`config.mk`:
```
export PLATFORM = sky130hd
export DESIGN_NAME = regfile_wr_arbiter
export DESIGN_NICKNAME = d
export VERILOG_FILES = /design/src/rtl/regfile_wr_arbiter.sv
export SDC_FILE = /design/constraint.sdc
export NUM_CORES = 1
export LEC_CHECK = 0
export ABC_AREA = 0
export CORE_ASPECT_RATIO = 0.7
export CORE_MARGIN = 1
export CORE_UTILIZATION = 40
export CTS_BUF_LIST = sky130_fd_sc_hd__clkbuf_8
export CTS_CLUSTER_SIZE = 8
export DETAILED_ROUTE_END_ITERATION = 6
export HOLD_SLACK_MARGIN = 0.15
export PLACE_DENSITY_LB_ADDON = 0.08
export SYNTH_ARGS = -nofsm -noshare
export SYNTH_HDL_FRONTEND = slang
export SYNTH_SLANG_ARGS = --single-unit
```
`constraint.sdc`:
```
create_clock -name CLK -period 2.2 [get_ports CLK]
set_input_delay 0.55 -clock CLK [delete_from_list [all_inputs] [get_ports CLK]]
set_output_delay 0.55 -clock CLK [all_outputs]
set_load 0.01 [all_outputs]
```
`src/rtl/regfile_wr_arbiter.sv`:
```
// Two-source writeback arbiter for the 8x16 register file, with a pending-write scoreboard.
// Define REGARB_FIXED_PRIO_EN for fixed priority (load unit wins) instead of round robin.
module regfile_wr_arbiter #(
  parameter int unsigned DATA_W = 16,
  parameter int unsigned ADDR_W = 3,
  localparam int unsigned NREG = 2 ** ADDR_W
) (
  input  logic              CLK,
  input  logic              RESET,
  input  logic              REQ0_VALID,
  input  logic [ADDR_W-1:0] REQ0_DA,
  input  logic [DATA_W-1:0] REQ0_D,
  output logic              REQ0_READY,
  input  logic              REQ1_VALID,
  input  logic [ADDR_W-1:0] REQ1_DA,
  input  logic [DATA_W-1:0] REQ1_D,
  output logic              REQ1_READY,
  input  logic              ISSUE,
  input  logic [ADDR_W-1:0] ISSUE_DA,
  output logic              ISSUE_READY,
  input  logic [ADDR_W-1:0] AA,
  input  logic [ADDR_W-1:0] BA,
  output logic              A_BUSY,
  output logic              B_BUSY,
  output logic              WR,
  output logic [ADDR_W-1:0] DA,
  output logic [DATA_W-1:0] D,
  output logic [NREG-1:0]   PENDING
);

  logic              grant0;
  logic              grant1;
  logic              issue_fire;
  logic              wr_q;
  logic [ADDR_W-1:0] da_q;
  logic [DATA_W-1:0] d_q;
  logic [NREG-1:0]   pending_q;
  logic [NREG-1:0]   pending_d;

`ifdef REGARB_FIXED_PRIO_EN
  always_comb begin
    grant1 = !RESET && REQ1_VALID;
    grant0 = !RESET && REQ0_VALID && !REQ1_VALID;
  end
`else
  // ptr_q names the requester that wins the next contested cycle.
  logic ptr_q;

  always_comb begin
    grant0 = !RESET && REQ0_VALID && (!REQ1_VALID || !ptr_q);
    grant1 = !RESET && REQ1_VALID && (!REQ0_VALID || ptr_q);
  end

  always_ff @(posedge CLK) begin
    if (RESET) begin
      ptr_q <= 1'b0;
    end else if (REQ0_VALID && REQ1_VALID) begin
      ptr_q <= ~ptr_q;
    end
  end
`endif

  assign REQ0_READY = grant0;
  assign REQ1_READY = grant1;

  always_ff @(posedge CLK) begin
    if (RESET) begin
      wr_q <= 1'b0;
      da_q <= '0;
      d_q  <= '0;
    end else begin
      wr_q <= grant0 || grant1;
      if (grant1) begin
        da_q <= REQ1_DA;
        d_q  <= REQ1_D;
      end else if (grant0) begin
        da_q <= REQ0_DA;
        d_q  <= REQ0_D;
      end
    end
  end

  // A write scheduled into a reset cycle is dropped so the file never sees it.
  assign WR = wr_q && !RESET;
  assign DA = da_q;
  assign D  = d_q;

  assign ISSUE_READY = !RESET && !pending_q[ISSUE_DA];
  assign issue_fire  = ISSUE && ISSUE_READY;

  // Set is applied after clear so a same-edge reservation survives the write.
  always_comb begin
    pending_d = pending_q;
    if (WR) begin
      pending_d[da_q] = 1'b0;
    end
    if (issue_fire) begin
      pending_d[ISSUE_DA] = 1'b1;
    end
  end

  always_ff @(posedge CLK) begin
    if (RESET) begin
      pending_q <= '0;
    end else begin
      pending_q <= pending_d;
    end
  end

  assign PENDING = pending_q;
  assign A_BUSY  = pending_q[AA];
  assign B_BUSY  = pending_q[BA];

  a_one_grant: assert property (@(posedge CLK) !(REQ0_READY && REQ1_READY));
  a_no_grant_in_reset: assert property (@(posedge CLK) RESET |-> !(REQ0_READY || REQ1_READY));

endmodule

```
# == Word-level counts from Yosys, hierarchy flattened ==
# Cells that the tools add are included.
# classes
n_addsub,0
multipliers,0
div_mod_pow,0
n_lt_le_gt_ge,6
eq_ne,0
shift,0
mux,16
n_bitwise,4
n_reduce_logical,19
# op_table
cell,count
2-to-1 mux 16 bit,2
less-than comparator 3 x 4 -> 1 bit (second input constant),4
2-to-1 mux 8 bit,2
logical AND 1 bit,10
binary-select mux 1 bit (select 3 bit),3
AND 8 bit,1
inverter 8 bit,1
bitwise OR 8 bit,1
demux 1 bit (select 3 bit),2
>= comparator 3 x 1 -> 1 bit (second input constant),2
2-to-1 mux 3 bit,2
logical NOT 1 bit,5
2-to-1 mux 1 bit,5
logical OR 1 bit,3
nonzero test 2 bit,1
inverter 1 bit,1
# word_totals
reg_bits,29
latch_bits,0
mem_bits_rw,0
rom_bits,0
output_inout_bits,33
memories,0

# == Longest topological paths before layout ==
# depth
word_depth,9
ltp_mapped,5
depth_no_buf,4

# == Least setup slack after synthesis ==
# OpenSTA, ideal clock, no wires.
# synth_timing
path_kind,input -> output
startpoint,in ISSUE_DA[2]
endpoint,out ISSUE_READY
t_arrival_ns,1.421
slack_ns,0.229
stages,4
path_buffers,1
path_cell_list,buf_2 > mux2i_1 > o21ai_1 > a221oi_1
# synth_between
elab_chain_len,4
# synth_lines
item,line_no,rtl
"start, declared",19,"input logic [ADDR_W-1:0] ISSUE_DA,"
binary-select mux 1 bit (select 3 bit),88,assign ISSUE_READY = !RESET && !pending_q[ISSUE_DA];
2-to-1 mux 1 bit (implied by the code),88,
logical NOT 1 bit,88,
logical AND 1 bit,88,
"end, declared",20,"output logic ISSUE_READY,"
# Every way passes these cells. The select of a mux whose other input is x is not followed.

# == Final worst setup path ==
# Same ends and word-level chain as after synthesis.

==> impl_metrics.yaml <==
detailed_routing:
  dr.pass1.iters: 4
  drcViolationCount: 0
  routed_wirelength_um: 4850
  ant_nets: 0
  wl_per_cell_um: 15.6
  vias: 1710
  drtIter0Drc: 111
  viasPerCell: 5.50
sta:
  finalSetupViolCount: 0
  tightest_slew_ps: 316
  fin_setup_tns_ps: 0
  rsz0062_at_grt: "true"
  period_minus_slack_ps: 2110
  hold_viol: 0
  drv_slew: 0
  clock_skew_ps: 5.97
  fmax_mhz: 475
  post-route-period-util_pct: 95.8
  holdWs_ps: 531
  max_slew_margin_pct: 78.9
worst_setup_path:
  cp_slowest_stage_delay_ps: 260
  path_class: "in2out"
  crit_top_cell: "buf_2"
  crit_fanout: 7
  start_kind: "input port"
  arrival_ps: 1560
  end_kind: "output pin"
  worstPathRequired_ps: 1650
  path_cells: "buf_2 -> mux2i_2 -> o221ai_1 -> a221oi_2 -> buf_2"
  critPathSlowestCell: "a221oi_2"
global_routing:
  track_usage_pct: 22.9
  met2_usage_pct: 43.5
  grt_max_degree: 24
  busiest_layer: "met2"
  antenna_found_initial: 0
  use_met3_pct: 7.38
  use_met1_pct: 24.8
  grt_overflow: 0
  grt_pass1_wl_um: 7580
  grt_pass1_vias: 1721
finish:
  multi_input_area_um2: 963
  fill_cells: 292
  layout_common_cells: "clkdlybuf4s50_1, dfxtp_1, buf_4"
  syn_to_final_growth_pct: 64.3
  fin_util_pct: 71.8
  drive_gt1_share_pct: 26.4
  finalNetCount: 312
  stdcell_count: 311
  antenna_cells: 0
  mostFrequentLayoutCell: "clkdlybuf4s50_1"
  ff_latch_area_um2: 581
logic_synthesis:
  synth-seq-cells: 29
  synthCells: 162
  ys_seq_area_share_pct: 35.9
  syn_area_per_cell_um2: 9.97
  synth.distinct_cells: 39
  ys_warn_count: 0
  syn_area_um2: 1620
  syn_nets: 214
power_and_ir_drop:
  p_total_w: 0.00139
  power.leakage_nw: 0.987
  vdd_ir_drop_max_uv: 355
  power_per_cell_area_nw_per_um2: 525
clock_network:
  cts_tree: "built"
  clkTransAtPathRegs_ps: 60
  clk_latency_ps: 270
  cts-root-buf: "clkbuf_8"
  cts_inserted_buffers: 5
  cts.sinks: 29
  cts.htree.levels: 2
  cts_max_path_buffers: 2
  holdBufCountCts: 0
die:
  die_w_um: 78.0
  start_util_pct: 43.7
  core-area_um2: 3690
  io-pin-count: 85
  die_y_um: 55.2
  rows: 18
  dieArea_um2: 4300
run_status:
  status: "completed"
place:
  hpwl_um: 3670
  numPortBuffers: 84
  dp.cells: 303
  gp_congestion: 0.802
min_path:
  min_path_type: "reg2reg"
job:
  drv_cap: 0
==> layout make-up <==
class	instances	area share, %
clock buffer	5	2.59
tap	50	2.36
multi-input combinational	116	36.3
sequential	29	21.9
clock inverter	3	0.424
inverter	3	0.424
timing repair buffer	105	36.0
==> metrics by stage <==
step	instance area (um^2)	setup slack, ps
floorplan	1620	229
global placement	2600	-698
detailed placement	2600	-864
CTS	2650	2.97
global route	2650	-6.44
finish	2650	92.7
==> metal layers <==
layer | vias to the layer above | share of wire [%]
met5 | - | 0
met4 | 0 | 1.6
met3 | 14 | 10
met2 | 91 | 48
met1 | 783 | 41
li1 | 822 | -
==> synthesized netlist by cell type <==
cell	n	area [um^2]
dfxtp_1	29	581
nand3b_1	19	143
a21oi_1	9	45.0
a21oi_2	9	78.8
a22oi_2	9	113
nor2_1	9	33.8
o21ai_1	7	35.0
a22oi_1	6	45.0
a311oi_1	6	52.6
a31oi_1	5	31.3
buf_2	5	25.0
clkbuf_1	5	18.8
nand2_1	5	18.8
mux4_2	4	90.1
nor2b_1	3	18.8
nor3_1	3	15.0
a311oi_2	2	30.0
buf_6	2	22.5
inv_1	2	7.51
mux2_2	2	22.5
mux2i_1	2	20.0
or4b_1	2	20.0
a21boi_4	1	18.8
a21o_1	1	7.51
a221oi_1	1	8.76
a41oi_1	1	8.76
and2b_1	1	7.51
and2b_4	1	10.0
and3_1	1	6.26
buf_1	1	3.75
buf_4	1	7.51
inv_2	1	3.75
nand3_1	1	5.00
nand4b_1	1	8.76
nor2b_2	1	8.76
nor3b_1	1	7.51
o21bai_4	1	18.8
o221ai_1	1	8.76
xor2_1	1	8.76
==> cell families (layout without fill, tap and decap cells) <==
kind of cell    Yosys count  after routing  synth area share, %
compound gates           59             59                 31.1
simple gates             48             48                 18.7
flops                    29             29                 35.9
buf+inv                  17            116                 5.50
mux                       8              8                 8.21
xor+xnor                  1              1                0.542
==> critical path: cells and delay by family <==
| kind | cells | cell delay [ps] |
|---|---|---|
| mux | 1 | 250 |
| buf+inv | 2 | 320 |
| compound gates | 2 | 430 |
==> where the power goes <==
part	total (W)	internal [W]	leakage (nW)	switching, W
sequential	0.000600	0.000563	0.239	0.0000367
clock	0.000390	0.000210	0.0519	0.000180
combinational	0.000405	0.000242	0.696	0.000163
total	0.00139	0.00102	0.987	0.000379
==> state kept, by name, indices dropped and copies added, names as in the netlist <==
register,cells
PENDING,8
D,16
ptr_q,1
DA,3
wr_q,1
==> timing repair <==
item	CTS	global route
pin swaps	1	0
gates resized for setup	37	12
setup buffers	0	0
endpoints found under the setup margin	6	5
==> path summary, 6_finish.rpt <==
check,start,end,slack (ps),cells past startpoint
setup / recovery,ISSUE_DA[2],ISSUE_READY,90,5
hold / removal,D[6]$_SDFFE_PP0P_,D[6]$_SDFFE_PP0P_,530,2
hold reg to reg,D[6]$_SDFFE_PP0P_,D[6]$_SDFFE_PP0P_,530,2
setup reg to reg,ptr_q$_SDFFE_PP0P_,D[5]$_SDFFE_PP0P_,810,4
Note: power is estimated with default switching activity, not from simulation.
